`src/rtl/uart_rx_os.sv`:
```
// ============================================================================
//  Module   : uart_rx_os
//  Brief    : 8N1 UART receive front end with 3-sample majority voting,
//             framing-error flagging and break suppression.
//  Revision : 1.0
// ============================================================================
`default_nettype none

module uart_rx_os #(
    parameter int DIV = 861,
    parameter int CW  = $clog2(DIV)
) (
    input  logic       clk,
    input  logic       rst_n,
    input  logic       rxd,
    output logic [7:0] data,
    output logic       valid,
    output logic       frame_err,
    output logic       busy
);

    localparam logic [CW-1:0] c_half    = CW'(DIV / 2);
    localparam logic [CW-1:0] c_half_m1 = CW'(DIV / 2 - 1);
    localparam logic [CW-1:0] c_half_p1 = CW'(DIV / 2 + 1);
    localparam logic [CW-1:0] c_last    = CW'(DIV - 1);
    localparam logic [CW-1:0] c_last_m1 = CW'(DIV - 2);
    localparam logic [CW-1:0] c_one     = CW'(1);

    typedef enum logic [2:0] {
        S_IDLE      = 3'd0,
        S_START     = 3'd1,
        S_DATA      = 3'd2,
        S_STOP      = 3'd3,
        S_WAIT_IDLE = 3'd4
    } state_t;

    state_t        r_state;
    state_t        w_next;

    logic          r_sync1;
    logic          r_rxs;
    logic          r_rxs_d;
    logic [CW-1:0] r_cnt;
    logic          r_s0;
    logic          r_s1;
    logic [2:0]    r_bit_idx;
    logic [7:0]    r_shreg;
    logic [7:0]    r_data;
    logic          r_valid;
    logic          r_ferr;
    logic          r_busy;

    logic          w_fall;
    logic          w_maj;
    logic          w_decide;
    logic [CW-1:0] w_smp0_at;
    logic [CW-1:0] w_smp1_at;
    logic          w_cnt_clr;
    logic          w_cnt_one;
    logic          w_shift;
    logic          w_fire;
    logic          w_ferr;

    assign w_fall = r_rxs_d & ~r_rxs;
    // Third sample is the live synchronised line on the decision cycle.
    assign w_maj  = (r_s0 & r_s1) | (r_s0 & r_rxs) | (r_s1 & r_rxs);

    // START centres at DIV/2; DATA/STOP centre at DIV-1 and decide after the wrap.
    always_comb begin
        w_smp0_at = c_last_m1;
        w_smp1_at = c_last;
        w_decide  = (r_cnt == '0);
        if (r_state == S_START) begin
            w_smp0_at = c_half_m1;
            w_smp1_at = c_half;
            w_decide  = (r_cnt == c_half_p1);
        end
    end

    always_comb begin
        w_next    = r_state;
        w_cnt_clr = 1'b0;
        w_cnt_one = 1'b0;
        w_shift   = 1'b0;
        w_fire    = 1'b0;
        w_ferr    = 1'b0;
        case (r_state)
            S_IDLE: begin
                if (w_fall) begin
                    w_next    = S_START;
                    w_cnt_clr = 1'b1;
                end
            end
            S_START: begin
                if (w_decide) begin
                    if (w_maj) begin
                        w_next = S_IDLE;
                    end else begin
                        // Counter reads 1 next cycle so DIV-1 lands one bit after the start centre.
                        w_next    = S_DATA;
                        w_cnt_one = 1'b1;
                    end
                end
            end
            S_DATA: begin
                if (w_decide) begin
                    w_shift = 1'b1;
                    if (r_bit_idx == 3'd7) begin
                        w_next = S_STOP;
                    end
                end
            end
            S_STOP: begin
                if (w_decide) begin
                    if (w_maj) begin
                        w_fire = 1'b1;
                        w_next = S_IDLE;
                    end else begin
                        w_ferr = 1'b1;
                        w_next = S_WAIT_IDLE;
                    end
                end
            end
            S_WAIT_IDLE: begin
                if (r_rxs) begin
                    w_next = S_IDLE;
                end
            end
            default: begin
                w_next = S_IDLE;
            end
        endcase
    end

    always_ff @(posedge clk) begin
        if (!rst_n) begin
            r_state <= S_IDLE;
        end else begin
            r_state <= w_next;
        end
    end

    always_ff @(posedge clk) begin
        if (!rst_n) begin
            r_sync1   <= 1'b1;
            r_rxs     <= 1'b1;
            r_rxs_d   <= 1'b1;
            r_cnt     <= '0;
            r_s0      <= 1'b0;
            r_s1      <= 1'b0;
            r_bit_idx <= 3'd0;
            r_shreg   <= 8'h00;
            r_data    <= 8'h00;
            r_valid   <= 1'b0;
            r_ferr    <= 1'b0;
            r_busy    <= 1'b0;
        end else begin
            r_sync1 <= rxd;
            r_rxs   <= r_sync1;
            r_rxs_d <= r_rxs;

            if (w_cnt_clr) begin
                r_cnt <= '0;
            end else if (w_cnt_one) begin
                r_cnt <= c_one;
            end else if (r_cnt == c_last) begin
                r_cnt <= '0;
            end else begin
                r_cnt <= r_cnt + c_one;
            end

            if (r_cnt == w_smp0_at) begin
                r_s0 <= r_rxs;
            end
            if (r_cnt == w_smp1_at) begin
                r_s1 <= r_rxs;
            end

            if (w_cnt_one) begin
                r_bit_idx <= 3'd0;
            end else if (w_shift) begin
                r_bit_idx <= r_bit_idx + 3'd1;
            end

            if (w_shift) begin
                r_shreg <= {w_maj, r_shreg[7:1]};
            end

            if (w_fire) begin
                r_data <= r_shreg;
            end
            r_valid <= w_fire;
            r_ferr  <= w_ferr;
            r_busy  <= (w_next != S_IDLE);
        end
    end

    assign data      = r_data;
    assign valid     = r_valid;
    assign frame_err = r_ferr;
    assign busy      = r_busy;

endmodule

`default_nettype wire
```
`config.mk`:
```
export PLATFORM = sky130hd
export DESIGN_NAME = uart_rx_os
export DESIGN_NICKNAME = d
export VERILOG_FILES = /design/src/rtl/uart_rx_os.sv
export SDC_FILE = /design/constraint.sdc
export NUM_CORES = 1
export LEC_CHECK = 0
export CORE_ASPECT_RATIO = 1.2
export CORE_MARGIN = 1.5
export CORE_UTILIZATION = 44
export DETAILED_ROUTE_END_ITERATION = 8
export GPL_TIMING_DRIVEN = 0
export SYNTH_ARGS = -nofsm -noshare
export SYNTH_HDL_FRONTEND = slang
export SYNTH_SLANG_ARGS = --single-unit
export TNS_END_PERCENT = 1
```
`constraint.sdc`:
```
create_clock -name clk -period 2.3 [get_ports clk]
set_input_delay 0.46 -clock clk [delete_from_list [all_inputs] [get_ports clk]]
set_output_delay 0.46 -clock clk [all_outputs]
set_load 0.05 [all_outputs]
```
==> reports/qor.txt <==
Max Freq - 514 MHz
Hpwl dp - 2500 microns
Hold buffer count at cts - 0
Number of synthesized flops with an enable pin - 0
Clock transition at path regs - 80 ps
R2R Setup Slk - 350 ps
Final RePlAce weighted congestion - 0.774
Clock Skew - 7.43 ps
Synthesized flop and latch total - 40
Starting Density - 46.0%
Die W - 61.6 microns
HP Start - r_sync1$_SDFF_PN1_
Router iterations before antenna repair - 4
Final hold slack - 420 ps
RSZ-0062 raised after global routing - false
Origin of the critical flop-to-flop path - r_cnt[1]$_SDFF_PP0_
PortBufs - 13
Synth Area in XOR/XNOR - 4.83%
Cell Area, Synth - 1810 sq um
Yosys synthesis warning count - 0
Peak supply drop - 0.412 mV
Die height - 73.3 microns
Dpl cell area - 2010 sq um
Adder-cell area share of the yosys netlist - 3.31%
Final TNS setup - 0 ps
N_diodes - 0
Post-CTS setup buffers - 0
Final nets - 209
Worst hold stages - 1
TritonCTS clock tree - built
Worst r2r dst - r_shreg[5]$_SDFFE_PN0P_
Post-layout min period - 1950 ps
Initial antenna violation count - 0
Rel. slew slack - 66.6%
Arr. time, crit path - 2140 ps
Synth Flop Type - dfxtp_1
Kind of critical path - register to register
Syn Area/Cell - 9.96 sq um
Final Cell Area - 2110 sq um
Pin count of the biggest net entering global routing - 14
DRT iter0 DRCs - 41
Vias per cell - 4.97
Slew @ Worst Pin - 500 ps
Worst-path fanout max - 10
Num CTS Buffers - 5
Share of cells above drive strength 1 - 10.3%
I/O Pins - 14
Synth Area in Compound Gates - 4.90%
CTS resizes - 0
Rows - 25
Critical Path End Type - register
Max clock buf depth - 2
Remaining Overflow, GRT - 0
Die area - 4520 sq um
Reg2reg path depth - 8
Final count of hold timing violations - 0
Vias in the first global route - 1,255
First-pass GRT wire length - 5710 microns
Routed via count - 1,277
Post-synthesis mux area share - 10.5%
Status - finished, final reports clean
Syn Inst Count - 182
CTS Root Cell - clkbuf_8
Final WL - 3380 microns
Fin crit share - 84.6%
Clk_lat worst skew - 300 ps
Leak - 0.761 nW
Distinct cells, synth - 40
Startpoint Class - register
Syn-to-layout area delta - 16.3%
Max Cap Viol - 0
Area of the core - 3940 sq um
Worst Path Required - 2490 ps
P per Cell Area - 607 nW/um^2
Avg WL per Cell - 13.2 microns
Post-synth ARST share - 0%
Hold Crit Endpoint - r_rxs$_SDFF_PN1_
Htree depth - 2
Seq/Total Area, Yosys - 44.2%
# DRC - 0
Final Max Tran Viols - 0
Net Count, Synth - 189
Filler cells - 398
Synth Area in Simple Gates - 29.6%
Post-route ant nets - 0
Final setup violation count - 0
Hold Crit Class - register to register
Total GRT Usage - 17.3%
Largest family of logic cells by synthesized area - simple AND/OR/NAND/NOR gates
Total clock sinks - 40
==> logic make-up after synthesis <==
| family | count (synthesis) |
|---|---|
| muxes | 19 |
| AOI/OAI and AO/OA | 13 |
| and+or+nand+nor | 84 |
| adders and majority gates | 5 |
| buffers and inverters | 11 |
| DFF | 40 |
| xor gates and xnor gates | 10 |
==> worst max-delay path by stage <==
stage	from	endpoint	slack (ps)	cells past startpoint
after floorplan	r_cnt[1]$_SDFF_PP0_	r_shreg[7]$_SDFFE_PN0P_	570	8
after global placement	rst_n	r_cnt[3]$_SDFF_PP0_	160	6
after detailed placement	rst_n	r_cnt[6]$_SDFF_PP0_	120	6
after CTS	r_cnt[1]$_SDFF_PP0_	r_shreg[5]$_SDFFE_PN0P_	330	8
after global routing	r_cnt[1]$_SDFF_PP0_	r_shreg[2]$_SDFFE_PN0P_	190	8
final	r_cnt[1]$_SDFF_PP0_	r_shreg[5]$_SDFFE_PN0P_	350	8
==> critical path, cell delays in order, from the launching register on <==
cell	delay, ps
dfxtp_1	360
inv_1	100
ha_1	160
nor3b_2	290
nand4_4	190
nor3b_4	260
buf_6	210
mux2i_1	210
nor2b_1	60
==> cells in the final DEF (no fill, tap or decap), types with 3 or more instances in the layout <==
| master | instances |
|---|---|
| a21oi_1 | 4 |
| and3_1 | 7 |
| clkbuf_1 | 4 |
| clkbuf_8 | 6 |
| clkdlybuf4s50_1 | 13 |
| dfxtp_1 | 40 |
| ha_1 | 4 |
| inv_1 | 6 |
| mux2i_1 | 19 |
| nand2_1 | 10 |
| nand2b_1 | 3 |
| nand3_1 | 6 |
| nor2_1 | 16 |
| nor2b_1 | 19 |
| nor3_1 | 3 |
| o21ai_0 | 3 |
| xnor2_1 | 9 |
==> stage by stage <==
step	power, mW	std cells	setup slack, ps	utilization, %
2_1_floorplan	0.786	182	569	-
3_3_place_gp	0.805	249	161	51.0
3_5_place_dp	0.807	249	119	51.0
4_1_cts	1.29	257	327	53.5
5_1_grt	1.33	257	187	53.5
6_report	1.28	257	354	53.5
==> synth_stat cells, types with 3 or more instances <==
library cell  number  area, sq um
nor3_1             3         15.0
nor2_1            16         60.1
nand2_1           10         37.5
xnor2_1            9         78.8
and3_1             7         43.8
mux2i_1           19          190
clkbuf_1           4         15.0
nor2b_1           19          119
nand2b_1           3         18.8
inv_1              6         22.5
a21oi_1            4         20.0
o21ai_0            3         15.0
dfxtp_1           40          801
ha_1               4         50.1
nand3_1            6         30.0
==> cell type report <==
| type | instances | area, sq um | area share [%] |
|---|---|---|---|
| inverter | 6 | 22.5 | 1.07 |
| tap | 54 | 67.6 | 3.20 |
| multi-input combinational | 131 | 963 | 45.7 |
| buffer | 5 | 26.3 | 1.25 |
| clock buffer | 6 | 82.6 | 3.92 |
| clock inverter | 2 | 15.0 | 0.712 |
| timing repair buffer | 13 | 130 | 6.17 |
| sequential | 40 | 801 | 38.0 |
==> sequential cells by signal (all words and copies together), names as in the netlist <==
| signal | flops |
|---|---|
| r_cnt | 10 |
| r_bit_idx | 3 |
| frame_err | 1 |
| r_sync1 | 1 |
| r_rxs | 1 |
| valid | 1 |
| data | 8 |
| r_s1 | 1 |
| r_state | 3 |
| r_s0 | 1 |
| r_shreg | 8 |
| r_rxs_d | 1 |
| busy | 1 |
==> layer usage <==
metal / share of wire (%) / up-vias / GRT usage, %
met5: 0 / - / 0
met4: 2.0 / 0 / 7.80
met3: 2.9 / 7 / 4.93
met2: 52 / 15 / 29.7
met1: 43 / 595 / 19.4
li1: - / 660 / -
==> report_power, final <==
part | internal, mW | switching (mW)
clock | 0.243 | 0.247
combinational | 0.0356 | 0.0435
sequential | 0.700 | 0.0102
total | 0.978 | 0.301
(Power assumes the default switching activity.)
